--- src/rtl/flick_conditioner.sv ---
// rtl/flick_conditioner.sv - button synchronizer, debounce FSM and press counter for the flash bounder
// Optional post-release flick stretch is enabled by defining FLICK_HOLD_EN.
module flick_conditioner #(
    parameter int DEBOUNCE_CYCLES = 4,
    parameter int HOLD_CYCLES     = 6
) (
    input  logic       clk,
    input  logic       rst,
    input  logic       btn_in,
    output logic       flick,
    output logic       flick_pulse,
    output logic [7:0] press_count
);

    localparam int CW = $clog2(DEBOUNCE_CYCLES + 1);
    localparam logic [CW-1:0] CNT_LAST = CW'(DEBOUNCE_CYCLES - 1);

    typedef enum logic [1:0] {
        IDLE        = 2'd0,
        ARM_PRESS   = 2'd1,
        PRESSED     = 2'd2,
        ARM_RELEASE = 2'd3
    } state_t;

    state_t        state;
    state_t        state_nxt;
    logic [CW-1:0] cnt;
    logic [CW-1:0] cnt_nxt;
    logic          sync_q1;
    logic          s;
    logic          press_acc;
    logic          release_done;
    logic          lvl_nxt;
    logic          flick_nxt;

    always_comb begin
        state_nxt    = state;
        cnt_nxt      = cnt;
        press_acc    = 1'b0;
        release_done = 1'b0;
        case (state)
            IDLE: begin
                if (s) begin
                    state_nxt = ARM_PRESS;
                    cnt_nxt   = '0;
                end
            end
            ARM_PRESS: begin
                if (!s) begin
                    state_nxt = IDLE;
                    cnt_nxt   = '0;
                end else if (cnt == CNT_LAST) begin
                    state_nxt = PRESSED;
                    press_acc = 1'b1;
                end else begin
                    cnt_nxt = cnt + 1'b1;
                end
            end
            PRESSED: begin
                if (!s) begin
                    state_nxt = ARM_RELEASE;
                    cnt_nxt   = '0;
                end
            end
            ARM_RELEASE: begin
                if (s) begin
                    state_nxt = PRESSED;
                end else if (cnt == CNT_LAST) begin
                    state_nxt    = IDLE;
                    release_done = 1'b1;
                end else begin
                    cnt_nxt = cnt + 1'b1;
                end
            end
            default: begin
                state_nxt = IDLE;
                cnt_nxt   = '0;
            end
        endcase
    end

    // flick is registered from the next-state level so it rises on the accepting edge itself
    assign lvl_nxt = (state_nxt == PRESSED) || (state_nxt == ARM_RELEASE);

`ifdef FLICK_HOLD_EN
    localparam int HW = (HOLD_CYCLES > 0) ? $clog2(HOLD_CYCLES + 1) : 1;

    logic [HW-1:0] hold_cnt;
    logic [HW-1:0] hold_nxt;

    always_comb begin
        hold_nxt = hold_cnt;
        if (release_done) begin
            hold_nxt = HW'(HOLD_CYCLES);
        end else if (hold_cnt != '0) begin
            hold_nxt = hold_cnt - 1'b1;
        end
    end

    assign flick_nxt = lvl_nxt | (hold_nxt != '0);

    always_ff @(posedge clk) begin
        if (rst) begin
            hold_cnt <= '0;
        end else begin
            hold_cnt <= hold_nxt;
        end
    end
`else
    // a negative hold is never legal, so this term folds to 0 and flick is plain lvl
    assign flick_nxt = lvl_nxt | (HOLD_CYCLES < 0) | (release_done & 1'b0);
`endif

    always_ff @(posedge clk) begin
        if (rst) begin
            sync_q1     <= 1'b0;
            s           <= 1'b0;
            state       <= IDLE;
            cnt         <= '0;
            flick       <= 1'b0;
            flick_pulse <= 1'b0;
            press_count <= 8'd0;
        end else begin
            sync_q1     <= btn_in;
            s           <= sync_q1;
            state       <= state_nxt;
            cnt         <= cnt_nxt;
            flick       <= flick_nxt;
            flick_pulse <= press_acc;
            if (press_acc) begin
                press_count <= press_count + 8'd1;
            end
        end
    end

endmodule

--- config.mk ---
export PLATFORM = sky130hd
export DESIGN_NAME = flick_conditioner
export DESIGN_NICKNAME = d
export VERILOG_FILES = /design/src/rtl/flick_conditioner.sv
export SDC_FILE = /design/constraint.sdc
export NUM_CORES = 1
export LEC_CHECK = 0
export CORE_MARGIN = 4
export CORE_UTILIZATION = 50
export CTS_CLUSTER_DIAMETER = 150
export DETAILED_ROUTE_END_ITERATION = 10
export PLACE_DENSITY = 0.78
export SYNTH_ARGS = -nofsm -noshare
export SYNTH_HDL_FRONTEND = slang
export SYNTH_SLANG_ARGS = --single-unit
export TNS_END_PERCENT = 100
--- constraint.sdc ---
create_clock -name clk -period 3.7 [get_ports clk]
set_input_delay 0.74 -clock clk [delete_from_list [all_inputs] [get_ports clk]]
set_output_delay 0.74 -clock clk [all_outputs]
set_load 0.01 [all_outputs]
* Yosys cells after proc, flatten, opt, wreduce, memory -nomap -nowiden
Index checks and enable logic that the tools add are counted.
** Operators by class
- Add/subtract/negate cells :: 2
- Eq/ne operators :: 9
- Muxes and demuxes :: 16
- Reductions and logical operators :: 3
** Operator list (number)
- $mux 3 :: 5
- $mux 2 :: 6
- $pmux 3 s4 :: 1
- $add 8x1->8 const B :: 1
- $eq 2x2->1 const B :: 4
- $pmux 2 s4 :: 1
- $ne 2x2->1 const B :: 3
- $add 3x1->3 const B :: 1
- $eq 3x2->1 const B :: 1
- $mux 1 :: 3
- $reduce_and 3->1 :: 1
- $eq 2x1->1 const B :: 1
- $logic_not 2->1 :: 1
- $logic_or 1x1->1 :: 1
** Storage, ports and cells
- Register bits :: 17
- Input bits :: 3
- Logic and storage cells :: 37

* Depth between registers and ports, before layout
- Word-level depth :: 6
- Mapped depth :: 5
- Gate-level depth less buffers :: 4

* Worst setup path before layout
Ideal clock, no wire load.
- Path type :: register to register
- Start point :: register press_count[0]
- End point :: register press_count[6]
- Library setup time :: 70 ps
- Arrival :: 1370 ps
- Path slack :: 2260 ps
- Cell stages (with the launch flop) :: 5
- Cell sequence :: dfxtp_1 ha_1 nand3b_4 or4_1 a21oi_1
** Between the ends
- Word-level cells in the longest chain between the ends :: 1
** Ends and longest elaborated chain
- start: declaration :: RTL line 12 : output logic [7:0] press_count
- start signal: assignment :: RTL line 131 : press_count <= press_count + 8'd1;
- $add 8x1->8 :: RTL line 131
Every way passes these cells.
A chain may end at the register's enable or synchronous reset.

* Worst setup path in the final report
- Start point :: register press_count[0]
- End point :: output port press_count[0]
No word-level cell between the ends.

==> metrics.txt <==
worst path required time=2960 ps; final wirelength=1450 um; syn avg cell area=~9.6 um2; Hold Path Class=register to register; largest cells by area after synthesis=dfxtp_1 (42%), a21oi_1 (8.0%), o31ai_1 (5.5%), or4_1 (4.6%), nor2b_1 (3.8%); pin count of the biggest net entering global routing=17; Worst-path clk slew=90 ps; CTS Hold Bufs=0; worst-path fanout max=6; Placed Cells=109; commonest cells after routing, fill and taps aside=dfxtp_1 (17), a21oi_1 (13), clkdlybuf4s50_1 (12); WS Path Type=register to output pin; Pre-Repair DR Iteration Count=4; crit share post-route=0.5615; crit path launch type=register; Crit-path slowest cell=clkdlybuf4s50_1; Post-synth ARST share=0; Synth cell types=29; DP HPWL=1051 um; Fin Hold WS=~450 ps; setup bufs post-CTS=0; final setup fails=0; total power per unit cell area=around 310 nW/um2; GR met3 Demand/Resource=0.06748; worst vdd ir=346.9 uV; Root Buffer=clkbuf_4; FF+latch count, synth=17; Die Y=48.33 um; CP Capture Type=output pin; post-route setup TNS=0 ps; sequential area share after synthesis=0.4185; Post-synth EDFFs=0; final antenna diode count=0; Yosys top cell by area=dfxtp_1; cts repair resizes=0; Area Growth Syn to Fin=16.46%; first-pass GRT wire length=2594 um; commonest non-fill, non-tap cell in the layout=dfxtp_1; syn_nets=90; clk sinks=17; met2 Use GR=0.2043; IO buf count=12; DRC errors left=0; status=complete, no violations; Slew Limit Fails=0; synthesized area=813.3 um2; total clock buffers created by CTS=3; Fmax achieved=0.4814 GHz; Worst Tran Pin Value=~530 ps; Final Hold Vio Count=0; Post-DP Area=920.9 um2; fin crit period=2077 ps; Top Family by Delay on Critical Path=buffers and inverters; unrepaired setup endpoints after global routing=false; I/O pin cnt=13; buffers and inverters on the worst path=1; max incr delay on CP=590 ps; Iter 0 DRT Violations=19; Power Total=296.3 uW; layout cells sized above 1=0.08247; Post-Synthesis Cells=85; GRT Total Usage=0.1376; WL per Instance=12.83 um; initial core utilization=0.5337; slew margin rel.=0.6461; routed vias/inst=between 6 and 7; met1 Usage GRT=0.1790; P_leak=about 0.38 nW; Arrival @ worst endpoint=1340 ps; Die Wd=about 48 um; Layout Skew=a little under 0.8 ps; Worst-Skew Late Latency=about 290 ps; synth warn=0; vias in the first global route=576; GRT busiest layer=met2; final std cells w/o fill=113; die area=2336 um2; initial antenna violation count=0; grt ovf=0; top_reg_cell synth=dfxtp_1; Longest Clk Path Bufs=2; Via Count=680; htree depth=1; antenna viol nets, final=0; RD Place Congestion=approximately 0.75; CTS tree=yes; total core area=1524 um2; top-area cell type share of the netlist area=0.4185; Core Rows=14; design area=947.2 um2; total of max-cap violations=0; Final nets=103; Cell Chain, Critical Path=clkdlybuf4s50_1
power by group:
group | switching (mW) | internal [mW]
registers | 0.00291 | 0.185
clock network | 0.0545 | 0.0420
logic | 0.00629 | 0.00560
flip-flops by register name, indices dropped and copies added, names as in the netlist:
signal / flops
press_count: 8
sync_q1: 1
flick: 1
cnt: 3
state: 2
s: 1
flick_pulse: 1
area by class of cell:
class | count | area [um2]
tap | 16 | 20.02
multi-input combinational | 62 | 432.9
sequential | 17 | 340.3
inverter | 2 | 7.507
fill | 138 | 576.8
timing repair buffer | 12 | 120.1
clock buffer | 4 | 26.28
layer usage:
layer | routed length [um] | up-vias
met5 | 0 | -
met4 | 10 | 0
met3 | 102 | 2
met2 | 647 | 16
met1 | 689 | 317
li1 | - | 345
synthesized netlist by cell type (2+ instances only):
master   number
a21oi_1      13
buf_2         2
buf_6         2
dfxtp_1      17
ha_1          2
inv_1         2
nand2_1       4
nand3_1       2
nor2b_1       5
nor3_1        3
o21ai_0       4
o31ai_1       6
or3_1         2
or4_1         5
xnor2_1       2
worst reg2reg max path: stages, from the launching register on:
cell and delay (ps):
dfxtp_1 370, ha_1 240, nand3b_2 270, nor4_1 380
mux2_2 360
logic make-up (layout without fill, tap and decap cells):
group	count (synthesis)	after routing	share of synthesized area
buf+inv	6	18	0.04923
xor+xnor	2	2	0.02154
simple gates	33	33	0.2969
flops	17	17	0.4185
mux	1	1	0.01385
compound gates	24	24	0.1692
fa+ha+maj	2	2	0.03076
worst paths after layout:
path | from | endpoint | slack, ps | depth (start not counted)
setup / recovery | press_count[0]$_SDFFE_PP0P_ | press_count[0] | 1620 | 1
hold / removal | sync_q1$_SDFF_PP0_ | s$_SDFF_PP0_ | 450 | 1
setup reg to reg | cnt[0]$_SDFFE_PP0P_ | press_count[7]$_SDFFE_PP0P_ | 1980 | 4
hold reg to reg | sync_q1$_SDFF_PP0_ | s$_SDFF_PP0_ | 450 | 1
through the flow:
step                      setup slack, ps    util
final                                1623  0.6215
after global routing                 1546  0.6215
after CTS                            1599  0.6215
after detailed placement             1671  0.6043
after global placement               1689  0.6043
after floorplan                      2260       -
Power figures use the tool's default switching activity.
